<file path="src/rtl/fnd_scan_controller.sv">
// fnd_scan_controller
// Time-multiplexed scan driver for a 4-digit FND display. Walks a digit
// index 0..3 at a rate of one digit slot per CLK_DIV clocks and presents
// the selected BCD nibble, the digit select and a digit-off control. New
// display values are staged in a pending register and only become active
// at a frame boundary, so a frame never mixes old and new digits.
module fnd_scan_controller #(
  parameter int CLK_DIV      = 100000,
  parameter int BLANK_CYCLES = 1000
) (
  input  logic        i_clk,
  input  logic        i_reset_n,
  input  logic        i_Load,
  input  logic [15:0] i_Value,
  input  logic        i_LZ_Suppress,
  input  logic        i_Blank,
  output logic        o_Ack,
  output logic [1:0]  o_DigitSelect,
  output logic        o_DigitOff,
  output logic [3:0]  o_BCD,
  output logic        o_FrameTick
);

  // Prescaler only needs to reach CLK_DIV-1; keep at least one bit.
  localparam int PW = (CLK_DIV > 2) ? $clog2(CLK_DIV) : 1;
  localparam logic [PW-1:0] LAST_COUNT = PW'(CLK_DIV - 1);

  logic [PW-1:0] prescaler;
  logic [1:0]    digit_idx;
  logic [15:0]   active_value;
  logic [15:0]   pending_value;
  logic          pending_valid;

  logic          slot_wrap;
  logic          frame_end;
  logic          in_guard;
  logic [3:0]    current_nibble;
  logic          digit_suppressed;
  logic          upper_nz3;
  logic          upper_nz2;
  logic          upper_nz1;

  assign slot_wrap = (prescaler == LAST_COUNT);
  assign frame_end = slot_wrap && (digit_idx == 2'd3);

  // The anti-ghosting guard window disappears entirely when BLANK_CYCLES is 0.
  generate
    if (BLANK_CYCLES == 0) begin : g_no_guard
      assign in_guard = 1'b0;
    end else begin : g_guard
      localparam logic [PW-1:0] GUARD_LIMIT = PW'(BLANK_CYCLES);
      assign in_guard = (prescaler < GUARD_LIMIT);
    end
  endgenerate

  // Advance the slot prescaler and step the digit index on each slot wrap.
  always_ff @(posedge i_clk or negedge i_reset_n) begin
    if (!i_reset_n) begin
      prescaler <= '0;
      digit_idx <= 2'd0;
    end else if (slot_wrap) begin
      prescaler <= '0;
      digit_idx <= digit_idx + 2'd1;
    end else begin
      prescaler <= prescaler + 1'b1;
    end
  end

  // Stage loads in the pending register and promote them only at a frame end;
  // a load landing on the frame-end cycle stays pending for the next frame.
  always_ff @(posedge i_clk or negedge i_reset_n) begin
    if (!i_reset_n) begin
      active_value  <= 16'h0000;
      pending_value <= 16'h0000;
      pending_valid <= 1'b0;
    end else begin
      if (frame_end && pending_valid) begin
        active_value  <= pending_value;
        pending_valid <= 1'b0;
      end
      if (i_Load) begin
        pending_value <= i_Value;
        pending_valid <= 1'b1;
      end
    end
  end

  // Pick the nibble that belongs to the digit currently being scanned.
  always_comb begin
    current_nibble = active_value[3:0];
    case (digit_idx)
      2'd0: current_nibble = active_value[3:0];
      2'd1: current_nibble = active_value[7:4];
      2'd2: current_nibble = active_value[11:8];
      2'd3: current_nibble = active_value[15:12];
      default: current_nibble = active_value[3:0];
    endcase
  end

  // A digit is a leading zero when it and every digit above it are zero;
  // the rightmost digit always stays lit so a zero value still shows "0".
  always_comb begin
    upper_nz3        = (active_value[15:12] != 4'h0);
    upper_nz2        = upper_nz3 || (active_value[11:8] != 4'h0);
    upper_nz1        = upper_nz2 || (active_value[7:4] != 4'h0);
    digit_suppressed = 1'b0;
    if (i_LZ_Suppress) begin
      case (digit_idx)
        2'd3: digit_suppressed = !upper_nz3;
        2'd2: digit_suppressed = !upper_nz2;
        2'd1: digit_suppressed = !upper_nz1;
        default: digit_suppressed = 1'b0;
      endcase
    end
  end

  // Register every output from this cycle's scan state so they all move together.
  always_ff @(posedge i_clk or negedge i_reset_n) begin
    if (!i_reset_n) begin
      o_DigitSelect <= 2'd0;
      o_BCD         <= 4'h0;
      o_DigitOff    <= 1'b1;
      o_Ack         <= 1'b0;
      o_FrameTick   <= 1'b0;
    end else begin
      o_DigitSelect <= digit_idx;
      o_BCD         <= current_nibble;
      o_DigitOff    <= in_guard || digit_suppressed || i_Blank;
      o_Ack         <= frame_end && pending_valid;
      o_FrameTick   <= frame_end;
    end
  end

endmodule

</file>
<file path="config.mk">
export PLATFORM = sky130hd
export DESIGN_NAME = fnd_scan_controller
export DESIGN_NICKNAME = d
export VERILOG_FILES = /design/src/rtl/fnd_scan_controller.sv
export SDC_FILE = /design/constraint.sdc
export NUM_CORES = 1
export LEC_CHECK = 0
export ABC_CLOCK_PERIOD_IN_PS = 3200
export CAP_MARGIN = 20
export CORE_ASPECT_RATIO = 1.75
export CORE_MARGIN = 1
export CORE_UTILIZATION = 25
export DETAILED_ROUTE_END_ITERATION = 6
export HOLD_SLACK_MARGIN = 0.03
export PLACE_DENSITY = 0.54
export SETUP_SLACK_MARGIN = 0.4
export SLEW_MARGIN = 20
export SYNTH_ARGS = -nofsm -noshare
export SYNTH_HDL_FRONTEND = slang
export SYNTH_SLANG_ARGS = --single-unit
</file>
<file path="constraint.sdc">
create_clock -name i_clk -period 3.2 [get_ports i_clk]
set_clock_uncertainty 0.15 [all_clocks]
set_input_delay 0.96 -clock i_clk [delete_from_list [all_inputs] [get_ports i_clk]]
set_output_delay 0.96 -clock i_clk [all_outputs]
set_load 0.05 [all_outputs]
</file>
# Yosys cells after proc, flatten, opt, wreduce, memory -nomap -nowiden
# Index checks and enable logic that the tools add are counted.
[op_classes]
addsub = 2
n_lt_le_gt_ge = 1
eq_ne = 4
n_mux = 6
n_reduce_logical = 14
[op_table]
columns = ["cell", "count"]
rows = [
  ["$add 17x1->17 const B", 1],
  ["$eq 17x17->1 const B", 1],
  ["$lt 17x10->1 const B", 1],
  ["$mux 17", 1],
  ["$pmux 4 s4", 1],
  ["$reduce_bool 4->1", 3],
  ["$eq 2x2->1 const B", 2],
  ["$logic_or 1x1->1", 4],
  ["$logic_not 1->1", 3],
  ["$mux 1", 3],
  ["$pmux 1 s3", 1],
  ["$add 2x1->2 const B", 1],
  ["$eq 2x1->1 const B", 1],
  ["$logic_and 1x1->1", 2],
  ["$logic_not 2->1", 1],
  ["$reduce_bool 2->1", 1],
]
[word_totals]
regBits = 61
input_bits = 21
out_inout_bits = 9

# Longest topological paths before layout
# Gate-level depths: netlist of run 1.
[depth]
word_depth = 8
depth_mapped = 7
ltp_nobuf = 5

# Worst setup path after synthesis of run 1
# No wires, ideal clock.
[synth_timing]
path_type = "input -> register"
startpoint = "input port i_Load"
endpoint = "register pending_value[0]"
setup_ps = 125
arrival_time_ps = 1934
t_required_ps = 2925
setup_slack_ps = 991
cell_stages = 3
path_buffers = 2
path_cell_list = "clkbuf_1 clkbuf_1 mux2_2"
[synth_lines]
columns = ["item", "line", "rtl"]
rows = [
  ["from (decl)", "13", "input logic i_Load,"],
  ["to (signal assigned)", "82", "pending_value <= i_Value;"],
  ["to (decl)", "31", "logic [15:0] pending_value;"],
]
# No word-level cell between the ends.

# Worst setup path in the final report of run 1
[layout_timing]
startpoint = "register o_DigitOff"
endpoint = "output port o_DigitOff"
[layout_lines]
columns = ["item", "line", "rtl"]
rows = [
  ["from (decl)", "19", "output logic o_DigitOff,"],
  ["from (signal assigned)", "128", "o_DigitOff <= in_guard || digit_suppressed || i_Blank;"],
]
# No word-level cell between the ends.

==> flow_summary.ini, run 1 <==
[power]
vdd_ir_drop_max_v = 0.000287
leakage_nw = 1.51
pwr_density_cell_mw_per_mm2 = 546

[status]
outcome = completed

[critical_path]
crit_buf_inv = 1
worst_setup_path_end_kind = output pin
crit_chain = clkdlybuf4s50_1
cp_slowest_cell = clkdlybuf4s50_1
crit_family = buffers and inverters
reg2reg_slack_ns = 0.91
slowest_delay_ns = 0.79
r2r-end = active_value[3]$_DFFE_PN0P_
crit_arrival_ns = 1.62
critPathLaunchType = flop
path_max_fanout = 1
r2r_cells = 5
r2r-start = prescaler[0]$_DFF_PN0_
crit_type = flop to output pin
worstPathRequired_ns = 2.09

[grt]
grt_pass1_wl_mm = 8.74
grt_pass1_vias = 1792
grt_overflow = 0
antenna_found_initial = 0
grt_start_max_net_pins = 62
grt_use_total = 0.106

[worst_hold_path]
hold_path_end = o_DigitSelect[1]$_DFF_PN0_
hold_path_class = flop to flop
min_path_cells = 0
hold_start = digit_idx[1]$_DFFE_PN0N_

[timing]
post-route-min-period_ns = 2.73
finalHoldViolCount = 0
worstMarginPinSlew_ns = 0.575
max-slew-margin-rel = 0.615
fin_ws_ns = 0.469
tns_ns = 0
rsz0062_at_grt = no
setup_violations = 0
max_freq_mhz = 366
finalCritPeriodShare = 0.853
drv_slew = 0

[clocking]
clock_sinks = 61
htree_num_levels = 3
cts_resized = 0
cts.clk_slew.worst_paths_ns = 0.05
cts_root_buf = clkbuf_16
cts_buffer_depth = 2
cts_tree = yes
cts_setup_buffers = 0
holdBufCountCts = 0
clk_latency_ns = 0.32
cts_buffers = 9

[logic_synthesis]
syn_nets = 222
async_reset_ff_frac = 1.00
ys_types = 35
avgSynthCellArea_um2 = 13.6
yosys_warnings = 0
synth.top_cell.area_share = 0.563
synth_edf_count = 0
synth_area_mm2 = 0.00267
seq_area_frac_synth = 0.572
syn_inst = 196
synthTopCellsByArea = dfrtp_1, mux2_2, mux2_4
synth_top_area_cell = dfrtp_1
yosys_most_used_dff = dfrtp_1
ys_ff_latch = 61

[detailed_routing]
drtAntennaViolNets = 0
routed_wirelength_mm = 5.10
num_vias = 1613
vias_per_cell = 4.44
dr.pass1.iters = 4
wire_per_inst_um = 14.1
route.detailed.drc = 0
drt-initial-drc-count = 88

[place]
preCtsSetupSlack_ns = 0.806
port_buffers = 29
dp_cells = 347
gp_congestion = 0.740
hpwl_mm = 3.67

[finish]
n_antenna_cell = 0
layout.nets = 257
layout_common_cells = dfrtp_1, clkdlybuf4s50_1, mux2_2, nor2_1
drive_above_1_share = 0.242
instances_no_fill = 363
area_delta_synth_final_pct = 27.7
layout_commonest_cell = dfrtp_1

[floorplanning]
die-area_mm2 = 0.0111
rows = 49
pin_count = 30
start_util = 0.259
die_h_um = 139
die_w_um = 80.1
core_area_mm2 = 0.0103

[run]
cap_violations = 0
-- worst register-to-register path, cell delays in order, from the launching register on --
cell and delay (ns):
dfrtp_1 0.40, ha_1 0.24, and4_1 0.40, nand4_4 0.22, nor2_8 0.37, mux2_2 0.39
-- sequential cells by signal, indices dropped and copies added (netlist names) --
name / cells
prescaler: 17
active_value: 16
pending_value: 16
o_BCD: 4
digit_idx: 2
o_DigitSelect: 2
o_Ack: 1
o_DigitOff: 1
o_FrameTick: 1
pending_valid: 1
-- kinds of logic (layout without fill, tap and decap cells) --
family                   count (synthesis)  in the layout  share of synthesized area
flip-flops                              61             61                      0.572
AND/OR/NAND/NOR                         53             53                      0.128
multiplexers                            37             37                      0.168
XOR/XNOR                                16             16                     0.0525
buffers and inverters                   14             54                     0.0272
AO/OA/AOI/OAI                           10             10                     0.0286
adder cells (fa/ha/maj)                  5              5                     0.0234
-- per-layer routing --
layer / vias up / GRT usage / wire length, µm
met3: 8 / 0.0276 / 149
met5: - / 0 / 0
met2: 31 / 0.187 / 2830
li1: 767 / - / -
met1: 807 / 0.113 / 2010
met4: 0 / 0.0536 / 110
-- Yosys cell counts, types with 2 or more instances --
master	count
mux2_2	23
buf_2	3
nor2_1	12
inv_1	7
mux2i_1	4
xnor2_1	10
dfrtp_1	60
a222oi_1	4
nor3_1	5
o21ai_0	2
nand2_1	7
nand4_1	4
and4b_1	3
ha_1	5
xor2_1	6
and4_1	2
nand3_1	6
clkbuf_1	3
nor4_1	5
mux2_4	10
-- final cells by class --
type                       instances  area [µm²]
clock buffer                      13         270
tap                              127         159
fill                            1077        6890
sequential                        61        1530
inverter                           7        26.3
multi-input combinational        121        1070
clock inverter                     3        42.5
timing repair buffer              31         313
-- power breakdown --
part           switching (mW)  leakage, nW  internal [mW]
registers             0.00981        0.793          0.793
logic                  0.0266        0.563         0.0423
clock network           0.323        0.152          0.664
-- metrics by stage --
step / util / area [µm²] / power [mW] / hold WS, ns
finish: 0.331 / 3410 / 1.86 / 0.322
global placement: 0.300 / 3090 / 0.886 / 0.320
floorplan: - / 2670 / 0.838 / 0.265
CTS: 0.331 / 3410 / 1.89 / 0.331
detailed placement: 0.300 / 3090 / 0.888 / 0.320
global route: 0.331 / 3410 / 1.92 / 0.348
-- how the worst max path moves through the flow --
stage	start	end	cells after the start
6_report	o_DigitOff$_DFF_PN1_	o_DigitOff	1
2_1_floorplan	i_Load	pending_value[0]$_DFFE_PN0P_	3
3_3_place_gp	o_DigitOff$_DFF_PN1_	o_DigitOff	1
5_1_grt	o_DigitOff$_DFF_PN1_	o_DigitOff	1
4_1_cts	o_DigitOff$_DFF_PN1_	o_DigitOff	1
3_5_place_dp	o_DigitOff$_DFF_PN1_	o_DigitOff	1
Note: power is estimated with default switching activity, not from simulation.
==> run 2: changes to the inputs <==
--- a/config.mk
+++ b/config.mk
@@ -11,7 +11,7 @@
 export CORE_MARGIN = 1
 export CORE_UTILIZATION = 25
 export DETAILED_ROUTE_END_ITERATION = 6
-export HOLD_SLACK_MARGIN = 0.03
+export HOLD_SLACK_MARGIN = 0.02
 export PLACE_DENSITY = 0.54
 export SETUP_SLACK_MARGIN = 0.4
 export SLEW_MARGIN = 20
==> results of run 2 <==
Same layout as run 1: the final DEF is identical, and so are final timing and power.
==> run 3: changes to the inputs <==
--- a/config.mk
+++ b/config.mk
@@ -7,7 +7,6 @@
 export LEC_CHECK = 0
 export ABC_CLOCK_PERIOD_IN_PS = 3200
 export CAP_MARGIN = 20
-export CORE_ASPECT_RATIO = 1.75
 export CORE_MARGIN = 1
 export CORE_UTILIZATION = 25
 export DETAILED_ROUTE_END_ITERATION = 6
==> run 3 against run 2 <==
Compared with the run above:
- clock-buffer cell count is 4 lower
- cell area is 3.1% lower
- flip-flop and latch count stayed put
- combinational power is 1% lower
- via count is 0.93% lower
- critical endpoint unchanged
==> flow_summary.ini, run 3 (synthesis results as in run 1) <==
[status]
outcome = completed

[grt]
antenna_found_initial = 0
grt_overflow = 0
grt_pass1_vias = 1702
grt_start_max_net_pins = 45
grt_use_total = 0.0975
grt_pass1_wl_mm = 8.51

[timing]
fin_ws_ns = 0.459
drv_slew = 0
fin_hold_ws_ns = 0.318
max-slew-margin-rel = 0.504
worstMarginPinSlew_ns = 0.741
rsz0062_at_grt = no
setup_violations = 0
finalHoldViolCount = 0
max_freq_mhz = 365
finalCritPeriodShare = 0.857
post-route-min-period_ns = 2.74
tns_ns = 0

[place]
preCtsSetupSlack_ns = 0.548
placedInstanceArea_mm2 = 0.00310
gp_congestion = 0.711
dp_cells = 355
hpwl_mm = 3.32
port_buffers = 29

[detailed_routing]
drt-initial-drc-count = 96
route.detailed.drc = 0
dr.pass1.iters = 7
routed_wirelength_mm = 4.76
num_vias = 1598
drtAntennaViolNets = 0
wire_per_inst_um = 12.8
vias_per_cell = 4.31

[finish]
layout.nets = 256
regArea_mm2 = 0.00153
area_delta_synth_final_pct = 23.7
drive_above_1_share = 0.243
multi_input_area_mm2 = 0.00107
fin_util = 0.320
instances_no_fill = 371
layout_common_cells = dfrtp_1, clkdlybuf4s50_1, mux2_2, nor2_1
regMostFlops = prescaler
fillers = 1015
fin_area_mm2 = 0.00330
n_antenna_cell = 0
layout_commonest_cell = dfrtp_1
largest_reg_flops = 17
biggestRegsByFlops = prescaler (17), active_value (16), pending_value (16)

[clocking]
cts_tree = yes
cts_resized = 0
clk_latency_ns = 0.33
cts_root_buf = clkbuf_8
cts_setup_buffers = 0
htree_num_levels = 3
cts_buffer_depth = 2
clock_sinks = 61
cts.clk_slew.worst_paths_ns = 0.07
holdBufCountCts = 0
cts_buffers = 9

[power]
pwr_density_cell_mw_per_mm2 = 474
leakage_nw = 1.45
total_power_mw = 1.56
vdd_ir_drop_max_v = 0.000165

[critical_path]
worstPathRequired_ns = 2.09
worst_setup_path_end_kind = output pin
crit_type = flop to output pin
crit_buf_inv = 1
crit_family = buffers and inverters
crit_arrival_ns = 1.63
cp_slowest_cell = clkdlybuf4s50_1
path_max_fanout = 1
critPathLaunchType = flop
slowest_delay_ns = 0.79
crit_chain = clkdlybuf4s50_1

[floorplanning]
die_h_um = 105
rows = 37
start_util = 0.259
core_area_mm2 = 0.0103
pin_count = 30
die-area_mm2 = 0.0111
die_w_um = 105

[worst_hold_path]
hold_path_class = flop to flop

[run]
cap_violations = 0
run 3: routing by layer:
layer	global-route usage	up-vias	part of all wire
met5	0	-	0
met4	0.0453	0	0.013
met3	0.0278	5	0.048
met2	0.145	34	0.45
met1	0.130	793	0.49
li1	-	766	-
run 3: area by class of cell:
class / count / area share
well taps: 136 / 0.0515
clock inverters: 7 / 0.0243
clock buffers: 9 / 0.0375
multi-input cells: 121 / 0.324
flip-flops and latches: 61 / 0.463
repair buffers: 30 / 0.0925
inverters: 7 / 0.00796
run 3: path summary, 6_finish.rpt:
kind                                          startpoint                     endpoint  slack, ns  cells past startpoint
worst max-delay path                o_DigitOff$_DFF_PN1_                   o_DigitOff       0.46                      1
worst min-delay path            digit_idx[1]$_DFFE_PN0N_   o_DigitSelect[1]$_DFF_PN0_       0.32                      0
worst max register to register    prescaler[0]$_DFF_PN0_  active_value[1]$_DFFE_PN0P_       0.90                      5
worst min register to register  digit_idx[1]$_DFFE_PN0N_   o_DigitSelect[1]$_DFF_PN0_       0.32                      0
max in group asynchronous                      i_reset_n         o_DigitOff$_DFF_PN1_       1.85                      2
min in group asynchronous                      i_reset_n      prescaler[14]$_DFF_PN0_       0.42                      1
run 3: power breakdown:
group	total (mW)	leakage [nW]	internal, mW	switching [mW]
Combinational	0.0680	0.558	0.0416	0.0263
Sequential	0.802	0.793	0.791	0.0109
Clock	0.695	0.0968	0.369	0.326
